`src/rtl/ce_pkg.sv`:
```
// Shared types and constants for the clock-enable generator and its reset sequencer.
package ce_pkg;

   localparam int unsigned RCNT_W = 16;
   localparam int unsigned DIV_W  = 3;

   typedef enum logic [1:0] {
      HOLD  = 2'd0,
      COUNT = 2'd1,
      RUN   = 2'd2
   } seq_state_t;

   // Next sequencer state; loss of lock wins over every other transition.
   function automatic seq_state_t seq_next(input seq_state_t        st,
                                           input logic [RCNT_W-1:0] rcnt,
                                           input logic              locked_s,
                                           input logic [RCNT_W-1:0] last);
      seq_state_t nxt;
      nxt = HOLD;
      if (locked_s) begin
         case (st)
            HOLD:    nxt = COUNT;
            COUNT:   nxt = (rcnt == last) ? RUN : COUNT;
            RUN:     nxt = RUN;
            default: nxt = HOLD;
         endcase
      end
      return nxt;
   endfunction

endpackage

```
`src/rtl/ce_gen_sync2.sv`:
```
// Two-flop synchroniser with synchronous reset, for bringing PLL lock into the clock70 domain.
module sync2 (
   input  logic clk,
   input  logic reset,
   input  logic d,
   output logic q
);

   logic meta;

   always_ff @(posedge clk) begin
      if (reset) begin
         meta <= 1'b0;
         q    <= 1'b0;
      end else begin
         meta <= d;
         q    <= meta;
      end
   end

endmodule

```
`src/rtl/ce_gen.sv`:
```
// Clock-enable generator (3.5 MHz / 1.75 MHz / contended CPU enables) plus CPU reset sequencer.
// Optional build macro CE_TURBO_EN adds the turbo port and its div=7 sampled register.
module ce_gen
   import ce_pkg::*;
#(
   parameter int unsigned RESET_CYCLES = 1024
) (
   input  logic clock70,
   input  logic reset,
   input  logic locked,
   input  logic contend,
`ifdef CE_TURBO_EN
   input  logic turbo,
`endif
   output logic ce35p,
   output logic ce35n,
   output logic ce175,
   output logic cecpu_p,
   output logic cecpu_n,
   output logic cpu_reset,
   output logic ready
);

   localparam logic [RCNT_W-1:0] RCNT_LAST = RCNT_W'(RESET_CYCLES - 1);

   logic              locked_s;
   seq_state_t        state;
   seq_state_t        state_nxt;
   logic [RCNT_W-1:0] rcnt;
   logic [DIV_W-1:0]  div;
   logic [DIV_W-1:0]  div_nxt;
   logic              stall;
   logic              stall_nxt;
   logic              turbo_nxt;

   sync2 u_sync (
      .clk   (clock70),
      .reset (reset),
      .d     (locked),
      .q     (locked_s)
   );

   assign state_nxt = seq_next(state, rcnt, locked_s, RCNT_LAST);

   // Reset sequencer: HOLD until lock, COUNT RESET_CYCLES cycles, then RUN.
   always_ff @(posedge clock70) begin
      if (reset) begin
         state     <= HOLD;
         rcnt      <= '0;
         cpu_reset <= 1'b1;
         ready     <= 1'b0;
      end else begin
         state     <= state_nxt;
         cpu_reset <= (state_nxt != RUN);
         ready     <= (state_nxt == RUN);
         if (state_nxt == HOLD) begin
            rcnt <= '0;
         end else if (state == COUNT) begin
            rcnt <= rcnt + RCNT_W'(1);
         end
      end
   end

`ifdef CE_TURBO_EN
   logic turbo_q;

   assign turbo_nxt = (&div) ? turbo : turbo_q;

   always_ff @(posedge clock70) begin
      if (reset) begin
         turbo_q <= 1'b0;
      end else begin
         turbo_q <= turbo_nxt;
      end
   end
`else
   assign turbo_nxt = 1'b0;
`endif

   // Stall samples contention on ce35n cycles and is held clear while the CPU is in reset.
   always_comb begin
      div_nxt   = div + DIV_W'(1);
      stall_nxt = ce35n ? contend : stall;
      if (state_nxt != RUN) begin
         stall_nxt = 1'b0;
      end
   end

   // Enables are registered from the next divider/stall values so they line up with div and stall.
   always_ff @(posedge clock70) begin
      if (reset) begin
         div     <= '0;
         stall   <= 1'b0;
         ce35p   <= 1'b0;
         ce35n   <= 1'b0;
         ce175   <= 1'b0;
         cecpu_p <= 1'b0;
         cecpu_n <= 1'b0;
      end else begin
         div     <= div_nxt;
         stall   <= stall_nxt;
         ce35p   <= div_nxt[0];
         ce35n   <= ~div_nxt[0];
         ce175   <= &div_nxt[1:0];
         cecpu_p <= turbo_nxt | (div_nxt[0] & ~stall_nxt);
         cecpu_n <= turbo_nxt | (~div_nxt[0] & ~stall_nxt);
      end
   end

endmodule

```
`config.mk`:
```
export PLATFORM = sky130hd
export DESIGN_NAME = ce_gen
export DESIGN_NICKNAME = d
export VERILOG_FILES = /design/src/rtl/ce_pkg.sv /design/src/rtl/ce_gen_sync2.sv /design/src/rtl/ce_gen.sv
export SDC_FILE = /design/constraint.sdc
export NUM_CORES = 1
export LEC_CHECK = 0
export BUFFER_PORTS_ARGS = -buffer_cell sky130_fd_sc_hd__clkbuf_2
export CAP_MARGIN = 20
export CORE_AREA = 2 2 47 49
export CTS_BUF_LIST = sky130_fd_sc_hd__clkbuf_4 sky130_fd_sc_hd__clkbuf_8 sky130_fd_sc_hd__clkbuf_16
export CTS_CLUSTER_DIAMETER = 40
export CTS_CLUSTER_SIZE = 14
export DETAILED_ROUTE_END_ITERATION = 6
export DIE_AREA = 0 0 49 51
export PLACE_DENSITY = 0.78
export SLEW_MARGIN = 20
export SYNTH_ARGS = -nofsm -noshare
export SYNTH_HDL_FRONTEND = slang
export SYNTH_SLANG_ARGS = --single-unit
```
`constraint.sdc`:
```
create_clock -name clock70 -period 4.5 [get_ports clock70]
set_input_delay 0.675 -clock clock70 [delete_from_list [all_inputs] [get_ports clock70]]
set_output_delay 0.675 -clock clock70 [all_outputs]
set_load 0.05 [all_outputs]
```
==> impl_metrics.yaml <==
logic_synthesis:
  ys_seq_area_frac: 0.511
  synth_ff_type: "dfxtp_1"
  synthDistinctLibCells: 30
  ys_seq_elements: 29
  synth_edf_count: 0
  syn_avg_cell_area_um2: 9.55
  syn_inst: 119
  async_flop_share: 0
  ys_warn_count: 0
  synth_fp_nets: 125
  synth_area_mm2: 0.00114
die:
  initial_utilization: 0.551
  dieArea_mm2: 0.00250
  design.core.area_mm2: 0.00206
  fp.dieH_um: 51
  rows: 17
  ios: 11
  fp.dieW_um: 49
timing:
  whs_ps: 455
  rsz0062_at_grt: "no"
  fin_crit_sh: 0.402
  finalSetupViolCount: 0
  setup_tns_ps: 0
  finClkSkew_ps: 11.9
  min_period_ps: 1810
  worst_slew_pin_slew_ps: 568
  setup_ws_ps: 2690
  slew_violations: 0
  fmax_ghz: 0.553
  slew_headroom: 0.621
  hold_viol: 0
worst_setup_path:
  cp-start-kind: "input port"
  critical_path_class: "input port to flop"
  cp-end-kind: "flop"
  cp.arrival_ps: 2080
  worstPathMaxFanout: 16
  cp.required_ps: 4770
routing:
  drt_wl_total_mm: 1.90
  wl_per_cell_um: 11.8
  drt_pass1_iterations: 4
  vias_per_cell: 5.36
  vias: 863
  drt_iter0_markers: 8
  antenna_left: 0
  drc: 0
cts:
  cts_setup_buffers: 0
  ctsResizeCount: 0
  clk_pin_slew_ps: 100
  clock_path_buffers: 2
  cts-buffers-inserted: 5
  tritoncts: "yes"
  clockRootBuffer: "clkbuf_4"
  clock_latency_ps: 330
  clkSinkCount: 29
  hold_buffers: 0
  htreeDepth: 2
hold_path:
  hold_path.class: "flop to flop"
final_layout:
  antenna_cells: 0
  drive_gt1_frac: 0.188
  fill_cells: 194
  instances_no_fill: 161
  nets: 138
  syn_to_final_growth_pct: 10.7
power:
  p_total_w: 0.000434
  p_per_area_mw_per_mm2: 345
  ir_drop_mv: 0.279
  total_leakage_power_nw: 0.491
grt:
  grt_usage: 0.183
  overflow: 0
  antenna_found_initial: 0
  grt_pass1_vias: 815
  grt_max_degree: 17
  grt_first_pass_wirelength_mm: 3.35
placed_design:
  routabilityCongestion: 0.772
  dpl.hpwl_mm: 1.41
  post-place-cells: 153
  pre_cts_ws_ps: 2340
  port_buffers: 10
flow_run:
  drv_cap: 0
run_status:
  outcome: "completed"
==> power by group <==
part           internal [W]  total (W)  switching (W)
sequential         0.000261   0.000263     0.00000218
combinational    0.00000607  0.0000215      0.0000155
clock             0.0000587   0.000149      0.0000902
total              0.000326   0.000434       0.000108
==> layout by cell type, fill, tap and decap left out, drive strengths merged <==
cell type,instances
dfxtp,29
clkbuf,15
nor2,14
nand2,13
xor2,7
a21oi,5
nand3,5
or4,4
nand4,4
nand2b,3
o21ai,3
or3,3
o211ai,3
nor2b,3
and3b,2
and2,2
mux2i,2
a21boi,2
ha,2
clkinv,2
and4,2
inv,1
nor4,1
and3,1
a41o,1
and4b,1
xnor2,1
or2,1
clkinvlp,1
==> cell usage after synthesis (all sizes together), types with 3 or more instances <==
master | count | share of area
dfxtp | 29 | 0.51
nor2 | 14 | 0.046
nand2 | 13 | 0.043
xor2 | 7 | 0.054
a21oi | 5 | 0.022
nand3 | 5 | 0.026
nand4 | 4 | 0.022
or4 | 4 | 0.026
clkbuf | 3 | 0.0099
nand2b | 3 | 0.017
nor2b | 3 | 0.017
o211ai | 3 | 0.020
o21ai | 3 | 0.013
or3 | 3 | 0.017
==> kinds of logic after synthesis <==
kind of cell	share of synthesized area
xor+xnor	0.0617
fa+ha+maj	0.0220
mux	0.0176
simple gates	0.290
compound gates	0.0782
flops	0.511
buf+inv	0.0198
==> area by class of cell <==
class                      instances  area [um^2]  share of cell area
sequential                        29          581               0.462
clock inverter                     3         17.5              0.0139
clock buffer                       5         37.5              0.0299
multi-input combinational         85          533               0.424
timing repair buffer              10         50.0              0.0398
inverter                           1         3.75             0.00299
tap                               28         35.0              0.0279
==> sequential cells by signal, summed over array words and instances, names as in the netlist <==
signal and flops:
ce35n 1, cpu_reset 1, div 2, cecpu_n 1, stall 1, u_sync.q 1, state 2, rcnt 16
cecpu_p 1, ready 1, u_sync.meta 1, ce175 1
==> routing by layer <==
layer / part of all wire / track usage
met2: 0.51 / 0.313
met1: 0.43 / 0.197
met3: 0.040 / 0.0614
met5: 0 / 0
met4: 0.026 / 0.114
==> final timing paths <==
| kind | start | cells after the start | end | slack (ps) |
|---|---|---|---|---|
| setup / recovery | reset | 5 | rcnt[15] | 2690 |
| hold / removal | u_sync.meta | 1 | u_sync.q | 450 |
| setup reg to reg | u_sync.q | 4 | rcnt[15] | 2920 |
| hold reg to reg | u_sync.meta | 1 | u_sync.q | 450 |
==> critical path, cell delays in order <==
cell and delay (ps):
clkbuf_2 130, nand2b_1 180, nand2b_1 400, or4_1 610, nand2_1 80
==> through the flow <==
stage                     utilization  cell area (um^2)
final                           0.609              1260
after global routing            0.609              1260
after CTS                       0.609              1260
after detailed placement        0.583              1200
after global placement          0.583              1200
after floorplan                     -              1140
No activity file was read; power rests on OpenSTA's default activity.
